--- config.mk ---
export PLATFORM = sky130hd
export DESIGN_NAME = alu_arbiter_flat
export DESIGN_NICKNAME = d
export VERILOG_FILES = /design/src/rtl/cpu_types_pkg.sv /design/src/rtl/alu_arbiter_if.sv /design/src/rtl/alu_if.sv /design/src/rtl/rr_arb2.sv /design/src/rtl/alu_arbiter.sv /design/src/flat_wrapper.sv
export SDC_FILE = /design/constraint.sdc
export NUM_CORES = 1
export LEC_CHECK = 0
export ABC_AREA = 1
export BUFFER_PORTS_ARGS = -buffer_cell sky130_fd_sc_hd__buf_2
export CAP_MARGIN = 30
export CORE_MARGIN = 2
export CORE_UTILIZATION = 40
export CTS_CLUSTER_DIAMETER = 150
export DETAILED_ROUTE_END_ITERATION = 12
export PLACE_DENSITY = 0.76
export SLEW_MARGIN = 30
export SYNTH_ARGS = -nofsm -noshare
export SYNTH_HDL_FRONTEND = slang
export SYNTH_HIERARCHICAL = 1
export SYNTH_SLANG_ARGS = --single-unit
--- constraint.sdc ---
create_clock -name CLK -period 1.4 [get_ports CLK]
set_clock_uncertainty 0.15 [all_clocks]
set_input_delay 0.14 -clock CLK [delete_from_list [all_inputs] [get_ports CLK]]
set_output_delay 0.14 -clock CLK [all_outputs]
set_load 0.05 [all_outputs]
--- src/rtl/cpu_types_pkg.sv ---
// Shared CPU datapath types: word, ALU opcode, and the ALU arbiter state.
package cpu_types_pkg;
  localparam int WORD_W  = 32;
  localparam int NUM_REQ = 2;

  typedef logic [WORD_W-1:0] word_t;

  typedef enum logic [3:0] {
    ALU_SLL  = 4'd0,
    ALU_SRL  = 4'd1,
    ALU_ADD  = 4'd2,
    ALU_SUB  = 4'd3,
    ALU_AND  = 4'd4,
    ALU_OR   = 4'd5,
    ALU_XOR  = 4'd6,
    ALU_NOR  = 4'd7,
    ALU_SLT  = 4'd8,
    ALU_SLTU = 4'd9
  } aluop_t;

  typedef enum logic [1:0] {ARB_IDLE, ARB_EXEC, ARB_RESP} aluarb_state_t;
endpackage

--- src/rtl/alu_arbiter_if.sv ---
// Two-requester request/response bundle; master is the requester side.
interface alu_arbiter_if;
  import cpu_types_pkg::*;

  logic   [NUM_REQ-1:0] req_valid, req_ready;
  word_t  [NUM_REQ-1:0] req_a, req_b;
  aluop_t [NUM_REQ-1:0] req_op;
  logic   [NUM_REQ-1:0] resp_valid, resp_ready;
  word_t                resp_o;
  logic                 resp_zero, resp_ov, resp_neg;

  modport master (output req_valid, req_a, req_b, req_op, resp_ready,
                  input  req_ready, resp_valid, resp_o, resp_zero, resp_ov, resp_neg);
  modport slave  (input  req_valid, req_a, req_b, req_op, resp_ready,
                  output req_ready, resp_valid, resp_o, resp_zero, resp_ov, resp_neg);
endinterface

--- src/rtl/alu_if.sv ---
// Combinational ALU port bundle: aluif is the ALU side, arb the driver side.
interface alu_if;
  import cpu_types_pkg::*;

  word_t  port_a, port_b, port_o;
  aluop_t aluop;
  logic   zero, ov, neg;

  modport aluif (input port_a, port_b, aluop, output port_o, zero, ov, neg);
  modport arb   (output port_a, port_b, aluop, input port_o, zero, ov, neg);
endinterface

--- src/rtl/rr_arb2.sv ---
// Combinational 2-way round-robin grant; the last-grant state lives in the caller.
module rr_arb2 (
  input  logic [1:0] valid_i,
  input  logic       last_i,
  output logic [1:0] gnt_o,
  output logic       gidx_o
);
  // Lone requester wins outright; on contention the port not granted last wins.
  always_comb begin
    gnt_o  = 2'b00;
    gidx_o = 1'b0;
    case (valid_i)
      2'b01: begin gnt_o = 2'b01; gidx_o = 1'b0; end
      2'b10: begin gnt_o = 2'b10; gidx_o = 1'b1; end
      2'b11: begin
        gidx_o = ~last_i;
        gnt_o  = last_i ? 2'b01 : 2'b10;
      end
      default: begin gnt_o = 2'b00; gidx_o = 1'b0; end
    endcase
  end
endmodule

--- src/rtl/alu_arbiter.sv ---
// Shares one combinational ALU between two requesters: round-robin accept,
// one registered evaluation cycle, then a held response to the owner only.
module alu_arbiter
  import cpu_types_pkg::*;
#(
  parameter logic RR_RESET_LAST = 1'b1
) (
  input  logic         CLK,
  input  logic         nRST,
  alu_arbiter_if.slave rif,
  alu_if.arb           aif
);
  aluarb_state_t state_q, state_d;
  logic          last_q, last_d;
  logic          owner_q, owner_d;
  word_t         opa_q, opa_d, opb_q, opb_d;
  aluop_t        op_q, op_d;
  word_t         res_q, res_d;
  logic          zero_q, zero_d, ov_q, ov_d, neg_q, neg_d;

  logic [1:0]    gnt;
  logic          gidx;
  logic          accept;

  rr_arb2 u_rr (
    .valid_i (rif.req_valid),
    .last_i  (last_q),
    .gnt_o   (gnt),
    .gidx_o  (gidx)
  );

  // Only IDLE can accept, so a consume in RESP never overlaps a new grant.
  assign rif.req_ready = (state_q == ARB_IDLE) ? gnt : 2'b00;
  assign accept        = |(rif.req_valid & rif.req_ready);

  // ALU is fed purely from the operand registers, never from requester inputs.
  assign aif.port_a = opa_q;
  assign aif.port_b = opb_q;
  assign aif.aluop  = op_q;

  // Response comes only from registers, so ALU activity cannot disturb it.
  assign rif.resp_valid = (state_q == ARB_RESP) ? (owner_q ? 2'b10 : 2'b01) : 2'b00;
  assign rif.resp_o     = res_q;
  assign rif.resp_zero  = zero_q;
  assign rif.resp_ov    = ov_q;
  assign rif.resp_neg   = neg_q;

  // Next-state: accept in IDLE, sample ALU in EXEC, wait for owner in RESP.
  always_comb begin
    state_d = state_q;
    last_d  = last_q;
    owner_d = owner_q;
    opa_d   = opa_q;
    opb_d   = opb_q;
    op_d    = op_q;
    res_d   = res_q;
    zero_d  = zero_q;
    ov_d    = ov_q;
    neg_d   = neg_q;
    case (state_q)
      ARB_IDLE: begin
        if (accept) begin
          opa_d   = rif.req_a[gidx];
          opb_d   = rif.req_b[gidx];
          op_d    = rif.req_op[gidx];
          owner_d = gidx;
          last_d  = gidx;
          state_d = ARB_EXEC;
        end
      end
      ARB_EXEC: begin
        res_d   = aif.port_o;
        zero_d  = aif.zero;
        ov_d    = aif.ov;
        neg_d   = aif.neg;
        state_d = ARB_RESP;
      end
      ARB_RESP: begin
        if (rif.resp_ready[owner_q]) state_d = ARB_IDLE;
      end
      default: state_d = ARB_IDLE;
    endcase
  end

  // State and datapath registers; reset drops any in-flight operation.
  always_ff @(posedge CLK or negedge nRST) begin
    if (!nRST) begin
      state_q <= ARB_IDLE;
      last_q  <= RR_RESET_LAST;
      owner_q <= 1'b0;
      opa_q   <= '0;
      opb_q   <= '0;
      op_q    <= aluop_t'(4'd0);
      res_q   <= '0;
      zero_q  <= 1'b0;
      ov_q    <= 1'b0;
      neg_q   <= 1'b0;
    end else begin
      state_q <= state_d;
      last_q  <= last_d;
      owner_q <= owner_d;
      opa_q   <= opa_d;
      opb_q   <= opb_d;
      op_q    <= op_d;
      res_q   <= res_d;
      zero_q  <= zero_d;
      ov_q    <= ov_d;
      neg_q   <= neg_d;
    end
  end
endmodule

--- src/flat_wrapper.sv ---
// flat-port wrapper written by rule: the top's interface ports become plain ports
module alu_arbiter_flat import cpu_types_pkg::*;
#(
  parameter logic RR_RESET_LAST = 1'b1
)
  (CLK, nRST, rif_req_valid, rif_req_a, rif_req_b, rif_req_op, rif_resp_ready, rif_req_ready, rif_resp_valid, rif_resp_o, rif_resp_zero, rif_resp_ov, rif_resp_neg, aif_port_a, aif_port_b, aif_aluop, aif_port_o, aif_zero, aif_ov, aif_neg);
  alu_arbiter_if rif_i ();
  alu_if aif_i ();
  input  logic CLK;
  input  logic nRST;
  input wire logic [$bits(rif_i.req_valid)-1:0] rif_req_valid;
  input wire logic [$bits(rif_i.req_a)-1:0] rif_req_a;
  input wire logic [$bits(rif_i.req_b)-1:0] rif_req_b;
  input wire logic [$bits(rif_i.req_op)-1:0] rif_req_op;
  input wire logic [$bits(rif_i.resp_ready)-1:0] rif_resp_ready;
  output wire logic [$bits(rif_i.req_ready)-1:0] rif_req_ready;
  output wire logic [$bits(rif_i.resp_valid)-1:0] rif_resp_valid;
  output wire logic [$bits(rif_i.resp_o)-1:0] rif_resp_o;
  output wire logic [$bits(rif_i.resp_zero)-1:0] rif_resp_zero;
  output wire logic [$bits(rif_i.resp_ov)-1:0] rif_resp_ov;
  output wire logic [$bits(rif_i.resp_neg)-1:0] rif_resp_neg;
  output wire logic [$bits(aif_i.port_a)-1:0] aif_port_a;
  output wire logic [$bits(aif_i.port_b)-1:0] aif_port_b;
  output wire logic [$bits(aif_i.aluop)-1:0] aif_aluop;
  input wire logic [$bits(aif_i.port_o)-1:0] aif_port_o;
  input wire logic [$bits(aif_i.zero)-1:0] aif_zero;
  input wire logic [$bits(aif_i.ov)-1:0] aif_ov;
  input wire logic [$bits(aif_i.neg)-1:0] aif_neg;
  assign rif_i.req_valid = rif_req_valid;
  assign rif_i.req_a = rif_req_a;
  assign rif_i.req_b = rif_req_b;
  assign rif_i.req_op = rif_req_op;
  assign rif_i.resp_ready = rif_resp_ready;
  assign rif_req_ready = rif_i.req_ready;
  assign rif_resp_valid = rif_i.resp_valid;
  assign rif_resp_o = rif_i.resp_o;
  assign rif_resp_zero = rif_i.resp_zero;
  assign rif_resp_ov = rif_i.resp_ov;
  assign rif_resp_neg = rif_i.resp_neg;
  assign aif_port_a = aif_i.port_a;
  assign aif_port_b = aif_i.port_b;
  assign aif_aluop = aif_i.aluop;
  assign aif_i.port_o = aif_port_o;
  assign aif_i.zero = aif_zero;
  assign aif_i.ov = aif_ov;
  assign aif_i.neg = aif_neg;
  alu_arbiter #(.RR_RESET_LAST(RR_RESET_LAST)) u_core (.CLK(CLK), .nRST(nRST), .rif(rif_i), .aif(aif_i));
endmodule
==> flow_summary_export.csv <==
group,metric,value,unit
status,outcome,"complete, but fails checks",
status,violations,"negative setup slack",
sta,layout_min_cycle_time,1670,ps
die,core.rowCount,41,
flow_run,cap_violations,0,
yosys,avgSynthCellArea,7.36,um^2
power_and_ir_drop,p_leak,5.30,nW
route,dr.pass1.iters,5,
sta,holdWs,6.88,ps
cells_and_area,syn_to_final_growth,81.9,%
worst_setup_path,cpMostUsedCell,"nand2_1",
worst_setup_path,cp_cell_sequence,"buf_4, a21oi_4, buf_4, clkbuf_16, nand2_1, nand2_1, nand3_1, nand2_1",
clock_network,worstSkewPairLatency,350,ps
route,wl,23000,um
worst_setup_path,worstPathMaxFanout,17,
clock_network,h-tree-depth,3,
die,start_util,40.8,%
route,routed_via_density,5.15,
global_routing,grt_start_max_net_pins,37,
route,drt-initial-drc-count,671,
worst_setup_path,worst-path-buf-inv,3,
die,fp.dieW,117,um
power_and_ir_drop,vdd_ir_drop_max,1.13,mV
die,io_pins,284,
yosys,syn_area,5150,um^2
placement,dp_hpwl,11200,um
yosys,yosysWarningCount,6,
clock_network,cts_tree,"yes",
sta,hold_viol,0,
clock_network,cts_buffers,9,
route,ant_nets,0,
worst_hold_path,worstHoldPathType,"in2reg",
worst_setup_path,end_kind,"flop",
worst_setup_path,cpMaxStageDelayCell,"dfstp_2",
global_routing,grt_pass1_vias,7009,
yosys,muxShareOfSynthArea,0,%
yosys,synth_top_family_by_area,"simple AND/OR/NAND/NOR gates",
cells_and_area,layout_commonest_cell,"nand2_1",
worst_setup_path,critPathRequiredTime,1540,ps
clock_network,cts.clk_slew.worst_paths,70,ps
sta,slew_headroom,69.9,%
yosys,yosysUniqueCellTypes,16,
cells_and_area,nNetsFinal,1337,
yosys,syn_nets,877,
worst_setup_path,critPathTopFamily,"buffers and inverters",
route,vias,6893,
worst_setup_path,timing_worst_setup_path_type,"reg2reg",
yosys,synth-simple-area-share,41.9,%
cells_and_area,final_util,74.3,%
route,drc,0,
yosys,netlist_instances,700,
die,dieArea,13800,um^2
yosys,synth-xor-area-share,0,%
sta,rsz0062_at_grt,"true",
worst_setup_path,max_stage_delay,380,ps
global_routing,gr-usage-all-layers,30.6,%
yosys,ys_seq_area_share,52.0,%
global_routing,antenna_found_initial,1,
clock_network,cts_num_sinks,107,
power_and_ir_drop,power_density,2160,nW/um^2
sta,finalCritPeriodShare,119,%
worst_setup_path,arrival,1800,ps
yosys,synth_seq_cells,107,
route,wl_per_cell,17.2,um
placement,io_buffers,283,
yosys,synth_compound_area_share,0.291,%
sta,setup_viol,75,
sta,setup_ws,-265,ps
cells_and_area,layout-drive-gt1-share,33.0,%
die,die_y,117,um
cells_and_area,layout_common_cells,"nand2_1, buf_2, dlygate4sd3_1",
global_routing,grt-ovfl-total,0,
clock_network,cts_root_buf,"clkbuf_16",
worst_setup_path,start_kind,"flop",
placement,gp_routability_congestion,0.829,
sta,report.final.slew_viol_count,0,
clock_network,cts_max_path_buffers,2,
die,coreArea,12600,um^2
yosys,synth-adder-area-share,0,%
global_routing,grt_pass1_wl,33700,um
sta,fmax,600,MHz
sta,worst_slew_pin_slew,452,ps
## Yosys cell counts
library cell | n | area, um^2
nand2_4 | 1 | 11.3
nand2_1 | 423 | 1590
dfrtp_1 | 106 | 2650
buf_1 | 2 | 7.51
buf_6 | 4 | 45.0
nand2_2 | 2 | 12.5
buf_4 | 5 | 37.5
nand3_1 | 104 | 521
inv_2 | 2 | 7.51
buf_2 | 35 | 175
dfstp_2 | 1 | 26.3
o21ai_0 | 1 | 5.00
inv_1 | 7 | 26.3
nor2_1 | 4 | 15.0
a21oi_1 | 2 | 10.0
nor2_4 | 1 | 11.3
## per-stage QoR
| stage | instances | TNS [ps] | worst slack (ps) | area (um^2) | total power [mW] |
|---|---|---|---|---|---|
| 6_report | 1338 | -13850 | -265 | 9370 | 20.2 |
| 5_1_grt | 1338 | -19060 | -320 | 9370 | 21.2 |
| 4_1_cts | 1330 | -11990 | -229 | 9110 | 19.3 |
| 3_5_place_dp | 1139 | -9920 | -167 | 6930 | 16.1 |
| 3_3_place_gp | 1139 | -9070 | -140 | 6930 | 16.0 |
| 2_1_floorplan | 700 | -3320 | -212 | 5210 | 13.2 |
## worst paths after layout
| kind | start | to | slack, ps | cells past startpoint |
|---|---|---|---|---|
| max | u_core/last_q | u_core/aif.port_b[30] | -270 | 8 |
| min | rif_req_b[55] | u_core/aif.port_b[23] | 7 | 5 |
| max reg2reg | u_core/last_q | u_core/aif.port_b[30] | -270 | 8 |
| min reg2reg | u_core/aif.port_a[25] | u_core/aif.port_a[25] | 320 | 2 |
| max in group asynchronous | nRST | u_core/rif.resp_o[3] | 450 | 3 |
| min in group asynchronous | nRST | u_core/aif.port_a[31] | 130 | 2 |
## sequential cells by signal, summed over array words and instances (netlist names)
register / count
u_core/rif.resp_neg: 1
u_core/state_q: 2
u_core/last_q: 1
u_core/aif.port_b: 32
u_core/rif.resp_zero: 1
u_core/rif.resp_ov: 1
u_core/aif.port_a: 32
u_core/owner_q: 1
u_core/rif.resp_o: 32
u_core/aif.aluop: 4
## metal layers
metal  vias up  GRT usage (%)  part of all wire, %
li1       3098              -                    -
met1      3124           33.5                   35
met2       537           52.8                   50
met3       134           6.59                  8.6
met4         0           21.5                  6.4
met5         -              0                    0
## tightest hold or removal path, stage by stage
cell and delay [ps]:
buf_2 120, nand2_1 60, nand2_1 50, nand3_1 50, nand2_1 50
## where the power goes
part	switching, mW	total (mW)	internal, mW	leakage (nW)
registers	0.887	5.43	4.54	1.33
logic	8.95	12.4	3.42	3.82
clock network	1.11	2.46	1.35	0.143
total	10.9	20.2	9.31	5.30
## cells by family after synthesis
group	after synthesis
AOI/OAI and AO/OA	3
buffers and inverters	55
DFF	107
and+or+nand+nor	535
## final cells by class
class | instances | area [um^2]
antenna | 1 | 2.50
clock buffer | 14 | 274
clock inverter | 2 | 10.0
fill | 799 | 3250
inverter | 9 | 48.8
multi-input combinational | 539 | 2350
sequential | 107 | 2680
tap | 172 | 215
timing repair buffer | 494 | 3790
## what timing repair did
item                                   CTS  global route
cloned                                   3             6
pin swaps                                4             5
endpoints found under the hold margin  209             0
resized for setup                       27            45
buffers inserted                         5             2
hold buffers                           167             0
setup endpoints to repair               75           107
(Power assumes the default switching activity.)
